<file path="src/rtl/mips_core_pkg.sv">
`default_nettype none
// +----------------------------------------------------------------------+
// | mips_core_pkg                                                        |
// | Shared types and constants for the MIPS-style front end.             |
// | Contents: BranchOutcome, fetch_qentry_t, PC_W, INSN_BYTES,           |
// |           DELAY_SLOT_OFFSET.                                         |
// | Revision: 1.0  initial release                                       |
// +----------------------------------------------------------------------+
package mips_core_pkg;

   // Architectural fetch PC width used by the in-flight entry layout.
   localparam int PC_W = 26;

   // Sequential fetch step and the offset from a branch to its
   // fall-through (the delay slot at +4 is always fetched).
   localparam int INSN_BYTES        = 4;
   localparam int DELAY_SLOT_OFFSET = 8;

   typedef enum logic {
      BR_NOT_TAKEN = 1'b0,
      BR_TAKEN     = 1'b1
   } BranchOutcome;

   typedef struct packed {
      logic [PC_W-1:0] pc;
      BranchOutcome    pred_tk;
      logic [PC_W-1:0] target;
   } fetch_qentry_t;

endpackage
`default_nettype wire

</file>
<file path="src/rtl/pred_fifo.sv">
`default_nettype none
// +----------------------------------------------------------------------+
// | pred_fifo                                                            |
// | Synchronous FIFO holding the prediction recorded for each fetch.     |
// | Ports: clk, rst (sync, active-high), push/push_data, pop, clear,     |
// |        head (oldest entry), count, full.                             |
// | Push while full and pop while empty are ignored.                     |
// | Revision: 1.0  initial release                                       |
// +----------------------------------------------------------------------+
module pred_fifo
   import mips_core_pkg::*;
#(
   parameter int  DEPTH   = 4,
   parameter type ENTRY_T = fetch_qentry_t
) (
   input  logic                     clk,
   input  logic                     rst,
   input  logic                     push,
   input  ENTRY_T                   push_data,
   input  logic                     pop,
   input  logic                     clear,
   output ENTRY_T                   head,
   output logic [$clog2(DEPTH):0]   count,
   output logic                     full
);

   localparam int PTR_W = $clog2(DEPTH);
   localparam int CNT_W = PTR_W + 1;

   ENTRY_T             mem [DEPTH];
   logic [PTR_W-1:0]   head_ptr;
   logic [PTR_W-1:0]   tail_ptr;
   logic [CNT_W-1:0]   cnt;
   logic               do_push;
   logic               do_pop;

   assign full    = (cnt == CNT_W'(DEPTH));
   assign do_push = push & ~full;
   assign do_pop  = pop & (cnt != '0);
   assign head    = mem[head_ptr];
   assign count   = cnt;

   // Storage carries no reset; validity is tracked by the pointers.
   always_ff @(posedge clk) begin
      if (do_push && !clear && !rst) begin
         mem[tail_ptr] <= push_data;
      end
   end

   // Pointers wrap naturally because DEPTH is a power of two.
   always_ff @(posedge clk) begin
      if (rst || clear) begin
         head_ptr <= '0;
         tail_ptr <= '0;
         cnt      <= '0;
      end else begin
         if (do_push) tail_ptr <= tail_ptr + 1'b1;
         if (do_pop)  head_ptr <= head_ptr + 1'b1;
         case ({do_push, do_pop})
            2'b10:   cnt <= cnt + 1'b1;
            2'b01:   cnt <= cnt - 1'b1;
            default: cnt <= cnt;
         endcase
      end
   end

endmodule
`default_nettype wire

</file>
<file path="src/rtl/fetch_pc_sequencer.sv">
`default_nettype none
// +----------------------------------------------------------------------+
// | fetch_pc_sequencer                                                   |
// | Fetch-stage next-PC generator. Owns the fetch PC, records each       |
// | issued fetch with its prediction, and checks decode resolutions      |
// | against the oldest record, redirecting and flushing on mispredict.   |
// | Ports: clk, rst (sync, active-high), i_stall, o_if_pc, o_if_valid,   |
// |        i_pred_valid/taken/target (BTB), i_dec_advance,               |
// |        i_res_valid/taken/target (decode), o_redirect, o_redirect_pc, |
// |        o_flush, o_q_full, o_underflow (sticky).                      |
// | ADDR_WIDTH must equal mips_core_pkg::PC_W (queue entry layout).      |
// | Revision: 1.0  initial release                                       |
// +----------------------------------------------------------------------+
module fetch_pc_sequencer
   import mips_core_pkg::*;
#(
   parameter int                    ADDR_WIDTH = PC_W,
   parameter logic [ADDR_WIDTH-1:0] RESET_PC   = '0,
   parameter int                    QDEPTH     = 4
) (
   input  logic                  clk,
   input  logic                  rst,
   input  logic                  i_stall,
   output logic [ADDR_WIDTH-1:0] o_if_pc,
   output logic                  o_if_valid,
   input  logic                  i_pred_valid,
   input  logic                  i_pred_taken,
   input  logic [ADDR_WIDTH-1:0] i_pred_target,
   input  logic                  i_dec_advance,
   input  logic                  i_res_valid,
   input  logic                  i_res_taken,
   input  logic [ADDR_WIDTH-1:0] i_res_target,
   output logic                  o_redirect,
   output logic [ADDR_WIDTH-1:0] o_redirect_pc,
   output logic                  o_flush,
   output logic                  o_q_full,
   output logic                  o_underflow
);

   localparam int CNT_W = $clog2(QDEPTH) + 1;

   logic [ADDR_WIDTH-1:0] pc;
   logic                  underflow;
   logic                  pred_tk;
   BranchOutcome          res_outcome;
   fetch_qentry_t         push_entry;
   fetch_qentry_t         head_entry;
   logic [CNT_W-1:0]      count;
   logic                  q_full;
   logic                  q_empty;
   logic                  res_check;
   logic                  mispredict;
   logic [ADDR_WIDTH-1:0] corr_pc;
   logic                  fetch_fire;
   logic                  pop;

   assign pred_tk     = i_pred_valid & i_pred_taken;
   assign res_outcome = BranchOutcome'(i_res_taken);
   assign q_empty     = (count == '0);

   // A resolution against an empty queue is an error, never a redirect.
   assign res_check = i_res_valid & ~q_empty & ~rst;

   // Outcome disagreement, or both taken toward different targets.
   assign mispredict = res_check &
                       ((head_entry.pred_tk != res_outcome) ||
                        ((res_outcome == BR_TAKEN) &&
                         (head_entry.target != i_res_target)));

   assign corr_pc = (res_outcome == BR_TAKEN)
                    ? i_res_target
                    : head_entry.pc + ADDR_WIDTH'(DELAY_SLOT_OFFSET);

   // q_full comes from the registered count, so a pop in the same cycle
   // cannot open a slot for a push until the following cycle.
   assign fetch_fire = ~rst & ~i_stall & ~q_full & ~mispredict;
   assign pop        = i_dec_advance & ~q_empty & ~mispredict & ~rst;

   assign push_entry.pc      = pc;
   assign push_entry.pred_tk = BranchOutcome'(pred_tk);
   assign push_entry.target  = i_pred_target;

   pred_fifo #(
      .DEPTH   (QDEPTH),
      .ENTRY_T (fetch_qentry_t)
   ) u_fifo (
      .clk       (clk),
      .rst       (rst),
      .push      (fetch_fire),
      .push_data (push_entry),
      .pop       (pop),
      .clear     (mispredict),
      .head      (head_entry),
      .count     (count),
      .full      (q_full)
   );

   // Redirect outranks every other PC update.
   always_ff @(posedge clk) begin
      if (rst) begin
         pc <= RESET_PC;
      end else if (mispredict) begin
         pc <= corr_pc;
      end else if (fetch_fire) begin
         pc <= pred_tk ? i_pred_target : pc + ADDR_WIDTH'(INSN_BYTES);
      end
   end

   always_ff @(posedge clk) begin
      if (rst) begin
         underflow <= 1'b0;
      end else if ((i_dec_advance || i_res_valid) && q_empty) begin
         underflow <= 1'b1;
      end
   end

   assign o_if_pc       = pc;
   assign o_if_valid    = fetch_fire;
   assign o_redirect    = mispredict;
   assign o_flush       = mispredict;
   assign o_redirect_pc = corr_pc;
   assign o_q_full      = q_full;
   assign o_underflow   = underflow;

endmodule
`default_nettype wire

</file>
<file path="config.mk">
export PLATFORM = sky130hd
export DESIGN_NAME = fetch_pc_sequencer
export DESIGN_NICKNAME = d
export VERILOG_FILES = /design/src/rtl/mips_core_pkg.sv /design/src/rtl/pred_fifo.sv /design/src/rtl/fetch_pc_sequencer.sv
export SDC_FILE = /design/constraint.sdc
export NUM_CORES = 1
export LEC_CHECK = 0
export CAP_MARGIN = 20
export CORE_MARGIN = 2
export CORE_UTILIZATION = 51
export DETAILED_ROUTE_END_ITERATION = 12
export GPL_TIMING_DRIVEN = 0
export PLACE_DENSITY = 0.81
export SLEW_MARGIN = 25
export SYNTH_ARGS = -nofsm -noshare
export SYNTH_HDL_FRONTEND = slang
export SYNTH_HIERARCHICAL = 1
export SYNTH_SLANG_ARGS = --single-unit
export TNS_END_PERCENT = 5
</file>
<file path="constraint.sdc">
create_clock -name clk -period 4.23 [get_ports clk]
set_clock_uncertainty 0.05 [all_clocks]
set_input_delay 0.846 -clock clk [delete_from_list [all_inputs] [get_ports clk]]
set_output_delay 0.846 -clock clk [all_outputs]
set_load 0.02 [all_outputs]
</file>
==> metrics.cfg <==
[final_layout]
diodes=0
final_common_cell=edfxtp_1
area_delta_synth_final_pct=26.92
fillers=1470
drive_gt1_frac=0.2119
fin_util=0.6621
final-instance-count-excl-fill=1219
final_cell_mix=edfxtp_1 (212), clkdlybuf4s50_1 (98), nand2_1 (55)
layout.nets=994
stdcell_area_um2=13960

[detailed_routing]
ant_nets=0
vias=7680
viasPerCell=6.300
routed_wirelength_um=30810
drt-pass1-iter-count=5
drt_iter0_drc=993
avgRoutedWirePerCell_um=25.28
drc=0

[yosys]
synthAdderAreaFrac=0.009782
synth_top_family_by_area=multiplexers
synth_edf_count=212
mappedNetlistNets=822
ys.flop_type=edfxtp_1
ys_types=65
ys_warn_count=6
avgSynthCellArea_um2=14.59
synth_xor_area_frac=0.04140
synth_compound_area_frac=0.07450
syn_inst=754
ys_seq_area_frac=0.6442
synth.area.mux_share=0.1154
synthSimpleGateAreaFrac=0.09122
syn_area_um2=11000
ys_ff_latch=248
async_reset_ff_frac=0

[clock_tree]
cts_made_buffers=25
cts_max_level=1
cts_tree=yes
clk_pin_slew_ps=60
root_buffer=clkbuf_16
clock-sinks=248
clockBufferDepth=3
clock_latency_ps=530

[timing]
finalCritPeriodShare=1.038
setup-tns-final_ps=-4937
tightest_slew_ps=885.9
finalSetupViolations=200
max_slew_margin=0.4094
hold_violations=0
fmax_ghz=0.2278
grt_setup_unrepaired=true
holdWs_ps=442.6
drv_slew=0
fin_crit_ps=4390
fin_ws_ps=-159.6

[run_status]
outcome=finished with violations
violations=negative setup slack

[critical_path]
cp.arrival_ps=3490
critPathMaxFanout=6
start_kind=flip-flop
cp.required_ps=3330
r2r_cells=18
rrSetupSlack_ps=-90
r2r-end=u_fifo/count[2]$_SDFFE_PP0P_
path_class=reg2out
end_kind=output pin

[global_routing]
grt_start_max_net_pins=54
antenna_found_initial=0
overflow=0
grt_pass1_wl_um=45030
first_global_vias=7517
grt_use_total=0.2692

[pwr]
p_int_mw=4.278
p_sw_mw=1.263
power.density_nw_per_um2=396.9
leakagePower_nw=4.511
power.total_mw=5.541
power_frac_comb=0.096
swShare=0.2279
irDropWorstVdd_mv=0.3088
clkPwrFrac=0.405
seq_power_share=0.498

[floorplan]
die_x_um=150.9
die_y_um=150.9
rows=53
start_util=0.5217
ioPinCount=117
core_area_um2=21090
die_area_um2=22760

[place]
place_inst=1144
port_buffers=115
dpl_cell_area_um2=12530
dp_hpwl_um=19680
place_ws_ps=-1101
place_congestion=0.9793

[run]
maxCapViolations=0

[worst_hold_path]
whs_endpoint=o_underflow$_SDFFE_PP0P_
hp-start=o_underflow$_SDFFE_PP0P_
hold_depth=2
hold_path.class=reg2reg

power by group through the flow:
| stage | Clock, mW | Combinational (mW) | Sequential, mW |
|---|---|---|---|
| finish | 2.25 | 0.532 | 2.76 |
| global route | 2.34 | 0.561 | 2.77 |
| CTS | 2.26 | 0.508 | 2.76 |
| detailed placement | 0 | 0.481 | 2.81 |
| global placement | 0 | 0.475 | 2.81 |
| floorplan | 0 | 0.221 | 2.81 |
how the worst max path moves through the flow:
stage | from | to | slack [ps] | depth (start not counted)
2_1_floorplan | flip-flop | u_fifo/count[2]$_SDFFE_PP0P_ | 30 | 16
3_3_place_gp | flip-flop | u_fifo/count[2]$_SDFFE_PP0P_ | -930 | 16
3_5_place_dp | flip-flop | u_fifo/count[2]$_SDFFE_PP0P_ | -1100 | 16
4_1_cts | flip-flop | o_if_valid | -220 | 11
5_1_grt | flip-flop | o_if_valid | -240 | 13
6_report | flip-flop | o_if_valid | -160 | 12
worst max-delay path: stages, from the launching register on:
cell and delay, ps:
dfxtp_2 340, buf_12 140, buf_12 110, buf_4 120, mux4_2 560, xnor2_4 210, nand4_1 150, or4_4 460
o31ai_4 230, clkinv_2 150, buf_12 160, nor2_4 160, buf_6 150
kinds of logic (layout without fill, tap and decap cells):
group,count (synthesis),in the layout
muxes,60,60
and+or+nand+nor,204,204
AOI/OAI and AO/OA,124,124
buffers and inverters,58,248
xor gates and xnor gates,52,52
DFF,248,248
adders and majority gates,8,8
cell usage after synthesis, types with 7 or more instances:
cell type | instances | area share
a31oi_1 | 9 | 0.0051
o21ai_0 | 34 | 0.015
clkbuf_1 | 19 | 0.0065
dfxtp_1 | 36 | 0.066
ha_1 | 7 | 0.0080
edfxtp_1 | 212 | 0.58
xnor2_1 | 22 | 0.018
inv_1 | 16 | 0.0055
nand4_1 | 16 | 0.0091
nand3_1 | 24 | 0.011
buf_4 | 7 | 0.0048
a211oi_1 | 9 | 0.0061
xor2_1 | 30 | 0.024
nand2_1 | 57 | 0.019
nor3_1 | 14 | 0.0064
nor2_1 | 49 | 0.017
nor4_1 | 11 | 0.0063
a21oi_1 | 27 | 0.012
buf_2 | 11 | 0.0050
mux4_2 | 53 | 0.11
flip-flops by register name, indices dropped and copies added, names as in the netlist, named ones only:
register         cells
u_fifo/tail_ptr      2
o_underflow          1
o_if_pc             26
u_fifo/head_ptr      2
u_fifo/mem         212
u_fifo/count         3
layout make-up:
class / instances / area, µm² / share of cell area
plain buffers: 38 / 276.5 / 0.01980
inverters: 19 / 72.57 / 0.005198
multi-input cells: 448 / 3924 / 0.2810
flip-flops and latches: 248 / 7092 / 0.5079
clock inverters: 6 / 107.6 / 0.007707
repair buffers: 146 / 1428 / 0.1022
clock buffers: 39 / 718.2 / 0.05144
well taps: 275 / 344.1 / 0.02464
layer usage:
| metal | global-route usage | vias up | part of all wire |
|---|---|---|---|
| li1 | - | 3295 | - |
| met1 | 0.3856 | 3784 | 0.39 |
| met2 | 0.4223 | 517 | 0.47 |
| met3 | 0.04910 | 84 | 0.11 |
| met4 | 0.08832 | 0 | 0.034 |
| met5 | 0 | - | 0 |
what timing repair did:
item,CTS,global route
endpoints found under the setup margin,246,231
cloned,0,1
pin swaps,23,17
hold buffers,0,0
resized for setup,100,36
setup buffers,23,7
Note: power is estimated with default switching activity, not from simulation.
